`config.mk`:
```
export PLATFORM = sky130hd
export DESIGN_NAME = bank_scan_reader
export DESIGN_NICKNAME = d
export VERILOG_FILES = /design/src/rtl/bank_scan_reader.sv
export SDC_FILE = /design/constraint.sdc
export NUM_CORES = 1
export LEC_CHECK = 0
export ABC_AREA = 1
export ABC_CLOCK_PERIOD_IN_PS = 1500
export CORE_ASPECT_RATIO = 2
export CORE_MARGIN = 2
export CORE_UTILIZATION = 41
export DETAILED_ROUTE_END_ITERATION = 10
export PLACE_DENSITY = 0.67
export SLEW_MARGIN = 20
export SYNTH_ARGS = -nofsm -noshare
export SYNTH_HDL_FRONTEND = slang
export SYNTH_SLANG_ARGS = --single-unit
export TNS_END_PERCENT = 30
```
`constraint.sdc`:
```
create_clock -name clk -period 1.5 [get_ports clk]
set_clock_uncertainty 0.05 [all_clocks]
set_input_delay 0.225 -clock clk [delete_from_list [all_inputs] [get_ports clk]]
set_output_delay 0.225 -clock clk [all_outputs]
set_load 0.005 [all_outputs]
```
`src/rtl/bank_scan_reader.sv`:
```
// ---------------------------------------------------------------------------
// bank_scan_reader
//
// Purpose:
//   Takes a snapshot of a four-entry bank and a four-bit entry-select mask
//   when a start request arrives. It then streams the selected entries out
//   over a valid/ready handshake in ascending index order, one entry per
//   accepted transfer. A one-cycle done pulse marks the end of each readout.
//   A start with an empty mask completes at once: done pulses and no data is
//   offered.
//
// Ports:
//   clk        in   1         single clock, rising-edge active
//   rst_n      in   1         asynchronous, active-low reset
//   start      in   1         readout request, sampled each rising edge
//   mask       in   4         entry select, bit i set -> entry i is read
//   bank_data  in   4*DATA_W  stored entries, entry i at [i*DATA_W +: DATA_W]
//   out_data   out  DATA_W    entry currently offered (0 when not valid)
//   out_sel    out  2         index of entry currently offered (0 when not valid)
//   out_valid  out  1         out_data/out_sel are valid
//   out_ready  in   1         consumer accepts the offered entry this cycle
//   busy       out  1         readout in progress
//   done       out  1         one-cycle pulse after a readout completes
// ---------------------------------------------------------------------------
module bank_scan_reader #(
  parameter int DATA_W = 8
) (
  input  logic                  clk,
  input  logic                  rst_n,
  input  logic                  start,
  input  logic [3:0]            mask,
  input  logic [4*DATA_W-1:0]   bank_data,
  output logic [DATA_W-1:0]     out_data,
  output logic [1:0]            out_sel,
  output logic                  out_valid,
  input  logic                  out_ready,
  output logic                  busy,
  output logic                  done
);

  typedef enum logic {
    IDLE = 1'b0,
    SEND = 1'b1
  } state_t;

  state_t              r_state;
  state_t              w_nextState;
  logic [1:0]          r_ptr;
  logic [1:0]          w_nextPtr;
  logic [3:0]          r_snapMask;
  logic [4*DATA_W-1:0] r_snapData;
  logic                r_done;
  logic                w_nextDone;

  logic                w_capture;
  logic                w_transfer;
  logic                w_lastEntry;
  logic [3:0]          w_higherBits;
  logic [1:0]          w_firstPtr;
  logic [1:0]          w_higherPtr;

  // Index of the lowest set bit. Callers only use the result when at least
  // one bit is set, so an all-zero input returning 0 is harmless.
  function automatic logic [1:0] lowestSet(input logic [3:0] bits);
    logic [1:0] idx;
    idx = 2'd0;
    for (int i = 3; i >= 0; i--) begin
      if (bits[i]) idx = 2'(i);
    end
    return idx;
  endfunction

  // 4'b1110 << ptr keeps only the mask bits strictly above the current
  // pointer. That set being empty means the entry now offered is the last.
  assign w_capture    = (r_state == IDLE) && start && (mask != 4'd0);
  assign w_transfer   = (r_state == SEND) && out_ready;
  assign w_higherBits = r_snapMask & (4'b1110 << r_ptr);
  assign w_lastEntry  = (w_higherBits == 4'd0);
  assign w_firstPtr   = lowestSet(mask);
  assign w_higherPtr  = lowestSet(w_higherBits);

  // State, pointer, done and snapshot registers. The snapshot is written
  // only when a readout is accepted. Later changes on bank_data or mask
  // therefore never reach a readout that is already running.
  always_ff @(posedge clk or negedge rst_n) begin
    if (!rst_n) begin
      r_state    <= IDLE;
      r_ptr      <= 2'd0;
      r_done     <= 1'b0;
      r_snapMask <= 4'd0;
      r_snapData <= '0;
    end else begin
      r_state <= w_nextState;
      r_ptr   <= w_nextPtr;
      r_done  <= w_nextDone;
      if (w_capture) begin
        r_snapMask <= mask;
        r_snapData <= bank_data;
      end
    end
  end

  // Next-state logic. start is only looked at in IDLE, so it is ignored for
  // the whole of a readout. When the last entry transfers, the block goes
  // back to IDLE and raises done for the following cycle. An empty-mask
  // start also raises done, but the block stays in IDLE.
  always_comb begin
    w_nextState = r_state;
    w_nextPtr   = r_ptr;
    w_nextDone  = 1'b0;
    case (r_state)
      IDLE: begin
        if (start) begin
          if (mask != 4'd0) begin
            w_nextState = SEND;
            w_nextPtr   = w_firstPtr;
          end else begin
            w_nextDone = 1'b1;
          end
        end
      end
      SEND: begin
        if (w_transfer) begin
          if (w_lastEntry) begin
            w_nextState = IDLE;
            w_nextPtr   = 2'd0;
            w_nextDone  = 1'b1;
          end else begin
            w_nextPtr = w_higherPtr;
          end
        end
      end
      default: begin
        w_nextState = IDLE;
        w_nextPtr   = 2'd0;
      end
    endcase
  end

  // Output decode. Data and index are forced to zero whenever nothing is
  // offered. An asynchronous reset sends r_state to IDLE, so every output
  // drops immediately, without waiting for a clock edge.
  always_comb begin
    out_valid = 1'b0;
    busy      = 1'b0;
    out_data  = '0;
    out_sel   = 2'd0;
    done      = r_done;
    if (r_state == SEND) begin
      out_valid = 1'b1;
      busy      = 1'b1;
      out_data  = r_snapData[r_ptr*DATA_W +: DATA_W];
      out_sel   = r_ptr;
    end
  end

endmodule

```
==> summary.txt, run 1 <==
Internal: 0.00314 W
Setup slack after layout: -0.217 ns
R2R setup slack: 0.10 ns
Most Crowded Layer GR: met2
Netlist cell types: 19
Area Overhead vs Synth: 40.7%
Final setup viols: 9
Gate power share: 50.0%
Layout Nets: 367
Critical Path AT: 1.44 ns
DRC viols: 0
Setup crit start: r_ptr[0]
Largest net degree at the start of global routing: 40
Reg2reg end: r_snapData[28]
Synth warn: 0
Detailed Routing Iterations Pass 1: 4
DPL Wire Length: 3.83 mm
CP Class: reg2out
Met2 GRT Util: 35.0%
Synthesized area: 2000 um2
Slowest stage cell, crit path: dfrtp_1
Vias in the first global route: 1865
Gr ovfl total: 0
Clock transition at path regs: 0.07 ns
Row cnt: 36
Routability cong.: 0.853
Routed vias/inst: 5.10
GRT Util Overall: 21.7%
Avg WL per Cell: 13.9 um
Net Sw Frac: 39.7%
Met1 usage: 27.2%
Clk buf depth: 2
Placed cell areas: 2660 um2
Max-cap viol count: 0
Final Cycle Share: 114%
CP endpoint kind: primary output
Initial antenna violation count: 0
Post-Route Utilization: 59.0%
Power Density: 1850 nW/um2
Syn_area_per_cell: 7.73 um2
Worst VDD drop: 1.04 mV
ANT nets after route: 0
Met3 Use GR: 3.48%
Crit-path cells: buf_4 -> inv_4 -> buf_12 -> o21ai_0 -> a21oi_2 -> buf_2
Finished Cell Area: 2820 um2
NetSw: 0.00207 W
H-tree levels: 2
Syn nets: 299
Seq pwr share: 36.9%
Final Slew Violations: 0
CTS tree: done
Die width: 53.4 um
Vias post-DR: 1963
Failing checks: negative setup slack
Post-Place Setup Slack: -0.282 ns
Outcome: finished, violations left
Final WL: 5.34 mm
Core ar.: 4770 um2
Peak Freq: 582 MHz
Clock network fraction of total power: 13.1%
Initial Util: 41.9%
Top cell type's share of synthesized area: 48.8%
Top cells by area, synth: dfrtp_1, nand2_1, nand3_1
Slew Limit Headroom: 81.3%
Final Hold Fails: 0
Clk_lat worst skew: 0.29 ns
Die height: 103 um
Crit path capture: out_data[6]
Clk Tree Root Cell: clkbuf_8
Worst Hold Class: in2async
CP max FO: 10
FF+latch count, synth: 39
Period minus WS final: 1.72 ns
Port Buffers: 52
TNS Setup: -1.48 ns
Reg2reg start: r_state
Diodes inserted: 0
Area leader, netlist: dfrtp_1
CP required: 1.22 ns
Slew @ Worst Pin: 0.278 ns
First DRT Iteration DRCs: 66
Die area: 5490 um2
First-pass GRT wire length: 8.71 mm
Static leakage: 1.43 nW
RSZ-0062 raised after global routing: true
TritonCTS Buffers: 5
Setup crit start kind: register
Register area share after synthesis: 48.8%
Total design power: 0.00520 W
R2R cell count: 7
IO Pins: 53
Share of cells above drive strength 1: 17.7%
CP max stage delay: 0.42 ns
Clk sink count: 39
Post-Syn Instances: 259
[layer usage]
layer | wire [um] | share of wire [%]
met5 | 0 | 0
met4 | 227 | 4.3
met3 | 327 | 6.1
met2 | 2650 | 50
met1 | 2130 | 40
[final cells by class]
cell class	count	area [um2]
clock buffers	7	76.3
clock inverters	1	5.00
fillers	468	1960
inverters	9	36.3
multi-input cells	195	897
flip-flops and latches	39	976
well taps	57	71.3
repair buffers	77	754
[stage by stage]
| stage | cells | hold slack [ns] |
|---|---|---|
| floorplan | 259 | -0.121 |
| global placement | 369 | 0.156 |
| detailed placement | 369 | 0.163 |
| CTS | 385 | 0.392 |
| global route | 385 | 0.396 |
| finish | 385 | 0.375 |
[power by group through the flow]
stage / Combinational (W) / Clock (W) / Sequential, W
global route: 0.00290 / 0.000749 / 0.00197
detailed placement: 0.00245 / 0 / 0.00190
global placement: 0.00241 / 0 / 0.00189
floorplan: 0.00148 / 0 / 0.00176
finish: 0.00260 / 0.000682 / 0.00192
CTS: 0.00253 / 0.000711 / 0.00191
[cells by family after synthesis]
family / count (synthesis) / share of synthesized area (%)
simple gates: 167 / 35.9
flops: 39 / 48.8
compound gates: 28 / 7.50
buf+inv: 25 / 7.87
[timing repair]
action | CTS | global route
pin swaps | 9 | 9
hold endpoints to repair | 39 | 0
hold buffers | 1 | 0
setup buffers | 7 | 0
gates resized for setup | 62 | 11
endpoints found under the setup margin | 12 | 10
[critical path, delay by kind of cell, from the launching register on]
kind            cells  cell delay, ns
flops               1            0.42
compound gates      2            0.27
buf+inv             4            0.46
[worst min-delay path by stage]
stage,start,to,slack [ns],cells past startpoint
4_1_cts,rst_n,r_snapData[19],0.39,3
5_1_grt,rst_n,r_snapData[19],0.40,3
3_3_place_gp,rst_n,done,0.16,2
3_5_place_dp,rst_n,r_snapData[19],0.16,2
6_report,rst_n,r_snapData[19],0.37,3
2_1_floorplan,rst_n,done,-0.12,0
[layout by cell type, fill, tap and decap left out, types with 5 or more instances in the layout]
master           count
nor2_2               7
o21ai_1             13
clkbuf_8             5
nand3_1             40
buf_4               10
buf_2               10
buf_6                9
dfrtp_1             39
inv_1                6
clkdlybuf4s50_1     39
nand2_1             87
buf_12               5
nor2_1              27
a21oi_1              8
[flip-flops by register name, indices dropped and copies added (netlist names)]
| signal | flops |
|---|---|
| done | 1 |
| r_snapMask | 3 |
| r_state | 1 |
| r_snapData | 32 |
| r_ptr | 2 |
[cells in the mapped netlist]
library cell	count
nor2_8	1
a21oi_1	9
nand2_4	2
nor2_1	34
dfrtp_1	39
clkinv_1	1
nor2_2	1
o21ai_2	2
buf_6	5
buf_2	5
buf_4	5
inv_2	1
o31ai_1	1
nand3_1	40
nand2_1	88
inv_1	7
clkbuf_2	1
o21ai_0	16
nor2_4	1
Note: power is estimated with default switching activity, not from simulation.
==> run 2, diff against run 1 <==
Settings changed: PLACE_DENSITY 0.67 to 0.69.
==> run 2 against run 1 <==
  * The run still ends with negative setup slack left
  * Via count grew 2.0%
  * Register-to-register slack lost 0.02 ns
  * Setup slack lost 0.016 ns
  * Sequential share of layout area shrank 0.50 points
  * Largest cell class unchanged
==> summary.txt, run 2 (same netlist as run 1, synthesis figures left out) <==
Outcome: finished, violations left
Failing checks: negative setup slack
Slew @ Worst Pin: 0.373 ns
Worst VDD drop: 1.09 mV
GRT Util Overall: 22.4%
Die area: 5490 um2
Area of the multi-input gates: 898 um2
Routability cong.: 0.845
Layout Nets: 368
Final Cycle Share: 116%
First DRT Iteration DRCs: 61
Largest net degree at the start of global routing: 34
TritonCTS Buffers: 5
# fillers: 458
Routed vias/inst: 5.19
Clk sink count: 39
First-pass GRT wire length: 9.05 mm
Setup slack after layout: -0.234 ns
Period minus WS final: 1.73 ns
Die width: 53.4 um
Largest regs: r_snapData x32, r_snapMask x3, r_ptr x2
CTS tree: done
CP Class: reg2out
Vias in the first global route: 1990
Diodes inserted: 0
Share of cells above drive strength 1: 17.9%
DRC viols: 0
H-tree levels: 2
CP required: 1.22 ns
Area Overhead vs Synth: 42.7%
RSZ-0062 raised after global routing: true
Storage cell area: 976 um2
Max reg flops: 32
DPL Wire Length: 3.97 mm
Peak Freq: 577 MHz
Clk_lat worst skew: 0.29 ns
Max-cap viol count: 0
Clock transition at path regs: 0.08 ns
Final Slew Violations: 0
Initial antenna violation count: 0
Gr ovfl total: 0
Row cnt: 36
Slew Limit Headroom: 75.1%
Clk buf depth: 2
Final Hold Fails: 0
Commonest non-fill, non-tap cells in the layout: nand2_1, nand3_1, dfrtp_1, clkdlybuf4s50_1, nor2_1
Top reg by flops: r_snapData
Finished Cell Area: 2860 um2
Worst Hold Class: in2async
Critical Path AT: 1.46 ns
TNS Setup: -1.48 ns
Setup crit start kind: register
Port Buffers: 52
Final setup viols: 8
Power Density: 1900 nW/um2
Vias post-DR: 2003
Core ar.: 4770 um2
Static leakage: 1.46 nW
CP endpoint kind: primary output
Clk Tree Root Cell: clkbuf_8
Avg WL per Cell: 14.4 um
ANT nets after route: 0
Initial Util: 41.9%
IO Pins: 53
Most common cell after layout, fill and taps aside: nand2_1
Placed cell areas: 2650 um2
Die height: 103 um
Detailed Routing Iterations Pass 1: 4
Final WL: 5.55 mm
CP max FO: 4
==> run 2: changes by cell type in the layout (fill, tap and decap cells not counted), sizes merged <==
cell / previous run / this run
buf: 34 / 33
bufinv: 0 / 1
clkbuf: 7 / 8
clkdlybuf4s15: 1 / 0
dlymetal6s2s: 0 / 1
==> run 2: cell type report <==
| class | instances | share of cell area [%] |
|---|---|---|
| flip-flops and latches | 39 | 34.2 |
| multi-input cells | 195 | 31.4 |
| repair buffers | 78 | 26.5 |
| clock buffers | 6 | 2.89 |
| well taps | 57 | 2.50 |
| inverters | 9 | 1.27 |
| clock inverters | 2 | 1.23 |
==> run 2: worst max-delay path: stages, from the launching register on <==
cell	delay, ns
dfrtp_1	0.42
buf_6	0.15
clkbuf_16	0.14
nor2_2	0.11
nor2_1	0.05
o21ai_1	0.09
a21oi_1	0.08
buf_2	0.13
==> run 2: metal layers <==
metal,vias to the layer above,part of all wire (%),track usage [%]
met2,84,51,38.1
met5,-,0,0
met1,930,38,27.2
met3,21,5.9,2.32
li1,968,-,-
met4,0,5.0,11.6
==> run 2: path summary, 6_finish.rpt <==
check	from	depth (start not counted)	slack [ns]	end
max	r_ptr[0]	7	-0.23	out_data[7]
min	rst_n	2	0.33	r_snapData[21]
max reg2reg	r_state	7	0.08	r_ptr[1]
min reg2reg	r_snapData[31]	2	0.44	r_snapData[31]
max in group asynchronous	rst_n	3	0.61	r_snapData[8]
min in group clk	bank_data[11]	3	0.43	r_snapData[11]
==> run 2: power breakdown <==
group	leakage [nW]	internal [W]	switching (W)
logic	0.918	0.00126	0.00132
clock network	0.0612	0.000538	0.000372
registers	0.484	0.00155	0.000402
total	1.46	0.00335	0.00209
==> run 2: per-stage QoR <==
stage          total power [W]  hold slack, ns  cells  worst slack, ns  util, %
2_1_floorplan          0.00325          -0.121    259            0.320        -
3_3_place_gp           0.00428           0.108    370           -0.217     55.5
3_5_place_dp           0.00435           0.111    370           -0.238     55.5
4_1_cts                0.00528           0.342    385           -0.218     58.8
5_1_grt                0.00590           0.373    386           -0.346     59.9
6_report               0.00544           0.327    386           -0.234     59.9
==> run 2: what timing repair did <==
item,CTS,global route
gates cloned,0,1
buffers inserted,6,0
resized for setup,46,19
hold buffers,1,0
hold endpoints to repair,15,0
setup endpoints to repair,12,10
pin swaps,6,7
==> variant 1: new RTL, flow settings as in run 1 <==
`DATA_W`: 8 -> 12.
--- a/src/rtl/bank_scan_reader.sv
+++ b/src/rtl/bank_scan_reader.sv
@@ -24,5 +24,5 @@
 // ---------------------------------------------------------------------------
 module bank_scan_reader #(
-  parameter int DATA_W = 8
+  parameter int DATA_W = 12
 ) (
   input  logic                  clk,
Interface: changed (resized bank_data and out_data); port bits go from 53 to 73. No check against the original RTL was run, so the function may have changed too.
==> variant 1 against run 1 <==
- the flow still finishes with violations (negative setup slack)
- sequential cell count grew 16
- core utilization rose by 1.5 points
- setup slack got worse by 0.068 ns
- cell area is 41% higher
- wire length rose by 44%
- synthesized area is 37% higher
- global-route usage is 0.50 points higher
- total power is 47% higher
- critical endpoint is now out_sel[0]
==> variant 1: results (changes against run 1) <==
[run_status]
outcome=complete, but fails checks
violations=negative setup slack

[critical_path]
slowest_delay_ns=0.49  ; +0.07 ns
path_delay_family=buffers and inverters
cp_slowest_cell=clkdlybuf4s50_1
rr_endpoint=r_snapData[36]
rr_worst_depth=6  ; -1
crit_start=r_ptr[0]
endpoint_kind=primary output
worstPathArrival_ns=1.51  ; +0.07 ns
setup.worst_path.end=out_sel[0]
worstPathMaxFanout=4  ; -6
r2r_setup_slack_ns=0.14  ; +0.04 ns

[pwr]
p_leak_uw=0.001963  ; +37%
peakVddDrop_v=0.001055  ; +1.7%

[sta]
hold_slack_ns=0.4135  ; +0.03873 ns
finalSetupViolCount=13  ; +4
layout_setup_ws_ns=-0.2850  ; -0.06770 ns
tns_ns=-3.316  ; -1.833 ns
worst_pin_slew_ns=0.2909  ; +0.01272 ns

[synthesis]
synth_compound_area_share_pct=7.394  ; -0.11 points
synth_top_cells_by_count=120 x nand2_1, 56 x nand3_1, 55 x dfrtp_1
synth_seq_area_share_pct=50.21  ; +1.5 points
ys_top_cells_by_area=dfrtp_1 50%, nand2_1 16%, nand3_1 10%
syn_nets=418  ; +40%
ys_types=15  ; -4
avgSynthCellArea_um2=7.573  ; -2.0%
synth_top_family_by_area=simple AND/OR/NAND/NOR gates
synth_ff_type=dfrtp_1
synthAdderAreaFrac_pct=0  ; unchanged

[route]
wl_met2_um=4364  ; +65%
wl_met1_um=3033  ; +43%
route.met3.wl_um=197  ; -40%
dr.pass1.iters=5  ; +1
drt_iter0_drc=165  ; +150%
wl_um=7692  ; +44%
num_vias=2691  ; +37%

[global_route]
grt_pass1_wl_um=12390  ; +42%
grt_pass1_vias=2607  ; +40%
grt_use_met3_pct=2.586  ; -0.89 points
met1_usage_pct=28.07  ; +0.82 points
use_met2_pct=38.82  ; +3.8 points
grt_max_degree=56  ; +40%
track_usage_pct=22.19  ; +0.50 points

[placed_design]
port_buffers=72  ; +38%
dp_cells=523  ; +42%
post-dp-hpwl_um=5523  ; +44%
gp_congestion=0.8795  ; +3.1%

[cells_and_area]
nets=502  ; +37%
layout.cells.non_filler=535  ; +39%
drive_gt1_share_pct=16.78  ; -0.90 points
reg_top3=r_snapData: 48 flops, r_snapMask: 3 flops, r_ptr: 2 flops

[clocking]
root_buffer=clkbuf_16
post_cts_resized=68  ; +9.7%
cts_setup_buffers=2  ; -5

-- variant 1: stage by stage --
| stage | instance area (um2) | total power, uW | setup WS (ns) | util (%) |
|---|---|---|---|---|
| 6_report | 3971 | 7652 | -0.2850 | 60.46 |
| 5_1_grt | 3971 | 8240 | -0.3437 | 60.46 |
| 4_1_cts | 3923 | 7464 | -0.3292 | 59.71 |
| 3_5_place_dp | 3711 | 6161 | -0.4113 | 56.50 |
| 3_3_place_gp | 3711 | 6090 | -0.3899 | 56.50 |
| 2_1_floorplan | 2741 | 4485 | 0.2382 | - |
-- variant 1: power by group --
group	internal (uW)	switching, uW	total (uW)
Clock	628	518	1150
Sequential	2190	533	2720
Combinational	1810	1980	3790
Total	4630	3030	7650
-- variant 1: area by class of cell --
type,count,area [um2]
clock buffer,7,132.6
clock inverter,1,8.758
fill,617,2597
inverter,9,46.29
multi-input combinational,271,1239
sequential,55,1378
tap,88,110.1
timing repair buffer,104,1057
==> variant 2: new RTL, flow settings as in run 1 <==
Without the edit above. Reset style: synchronous (`rst_n`), changed in one clocked block. Comments in the files are not updated.
--- a/src/rtl/bank_scan_reader.sv
+++ b/src/rtl/bank_scan_reader.sv
@@ -83,5 +83,5 @@
   // only when a readout is accepted. Later changes on bank_data or mask
   // therefore never reach a readout that is already running.
-  always_ff @(posedge clk or negedge rst_n) begin
+  always_ff @(posedge clk) begin
     if (!rst_n) begin
       r_state    <= IDLE;
Function: differs if rst_n is asserted again (counterexample within 4 cycles, from zero or initial values and one cycle with rst_n low); with rst_n held inactive, the same outputs for 10 cycles.
==> variant 2 against run 1 <==
- the flow still finishes with violations (negative setup slack)
- setup slack better by 0.12 ns
- count of clock-buffer cells in the layout shrank 1
- cell area fell by 7.7%
- synthesized cell count is 0.77% lower
- via count is 3.4% lower
- sequential cell count unchanged
- final cell count is 2.1% lower
- worst hold slack gained 0.025 ns
- wire length down 15%
- synthesized area fell by 7.5%
- sequential share of layout area shrank 4.4 points
Power is not compared: it rests on default switching activity, and its combinational part moved more than twofold at a synthesized area within 25%.
==> variant 2: results (changes against run 1) <==
[run_status]
outcome=complete, but fails checks
violations=negative setup slack

[cells_and_area]
fillers=451  ; -3.6%
drive_gt1_share_pct=17.96  ; +0.27 points
layout.cells.non_filler=377  ; -2.1%

[placed_design]
dp_cells=366  ; -0.81%

[synthesis]
ys_types=21  ; +2
syn_nets=297  ; -0.67%
synth_compound_area_share_pct=25.68  ; +18 points
ys_top_cells_by_area=dfxtp_1 42%, a21oi_1 17%, nand2_1 8.1%
synth_seq_area_share_pct=42.16  ; -6.6 points

[global_route]
grt_max_degree=22  ; -45%
track_usage_pct=19.69  ; -2.0 points

[route]
drt_iter0_drc=36  ; -45%
wl_met2_um=2353  ; -11%
route.met3.wl_um=169  ; -48%

[critical_path]
rr_endpoint=r_ptr[1]
slowest_delay_ns=0.40  ; -0.02 ns
cp_slowest_cell=dfxtp_4
r2r_setup_slack_ns=0.15  ; +0.05 ns
rr_worst_depth=9  ; +2

[sta]
layout_setup_ws_ns=-0.09424  ; +0.1231 ns
finalSetupViolCount=8  ; -1
relSlewSlack_pct=56.85  ; -24 points

[min_path]
hold_class=reg2reg

[variant 2: cell types whose count changed in the layout (fill, tap and decap cells not counted), moves of 10 or more]
cell	change
nor2_1	-19
nand2_1	-47
a21oi_1	+48
inv_1	+19
nand3_1	-18
dfxtp_1	+36
buf_4	+10
dfrtp_1	-39
o21ai_1	+13
[variant 2: worst max-delay path, delay by kind of cell, from the launching register on]
kind	cells	cell delay, ns
buf+inv	2	0.21
compound gates	3	0.41
flops	1	0.40
[variant 2: timing repair]
action,CTS,global route
setup buffers,2,0
cloned,1,0
pin swaps,9,3
gates resized for setup,53,9
endpoints found under the setup margin,12,8
hold buffers,0,0
[variant 2: cells by family (layout without fill, tap and decap cells)]
family          after synthesis  count (layout)
compound gates               95              95
buf+inv                      47             113
flops                        39              39
simple gates                 76              76
[variant 2: cell type report]
type	instances	area (um2)	share of cell area [%]
sequential	39	787.0	30.28
clock inverter	2	16.27	0.6259
tap	54	67.56	2.600
inverter	27	106.4	4.092
clock buffer	6	82.58	3.178
multi-input combinational	171	843.3	32.45
timing repair buffer	78	695.7	26.77
[variant 2: metrics by stage]
| stage | hold slack [ns] | area (um2) | TNS, ns | utilization, % |
|---|---|---|---|---|
| finish | 0.4000 | 2599 | -0.5493 | 59.89 |
| global route | 0.4315 | 2599 | -1.212 | 59.89 |
| CTS | 0.4062 | 2580 | -0.6032 | 59.46 |
| detailed placement | 0.3952 | 2476 | -2.242 | 57.06 |
| global placement | 0.3919 | 2476 | -1.790 | 57.06 |
| floorplan | 0.3382 | 1852 | 0 | - |
[variant 2: worst max-delay path by stage]
stage / start / end / slack [ns] / depth (start not counted)
after global placement: r_ptr[0] / out_data[1] / -0.18 / 5
final: r_ptr[0] / out_data[7] / -0.09 / 5
after CTS: r_ptr[0] / out_data[6] / -0.09 / 5
after global routing: r_ptr[0] / out_data[7] / -0.20 / 5
after detailed placement: r_ptr[0] / out_data[5] / -0.20 / 5
after floorplan: r_ptr[0] / out_data[6] / 0.25 / 5
[variant 2: where the power goes]
part | leakage, uW | switching [uW] | total (uW) | internal [uW]
combinational | 0.000712 | 303 | 609 | 307
sequential | 0.000323 | 39.5 | 1160 | 1120
clock | 0.0000474 | 375 | 750 | 375
[variant 2: routing by layer]
layer | global-route usage, % | vias up
met5 | 0 | -
met4 | 10.93 | 0
met3 | 4.242 | 13
met2 | 32.74 | 47
met1 | 22.61 | 855
li1 | - | 982
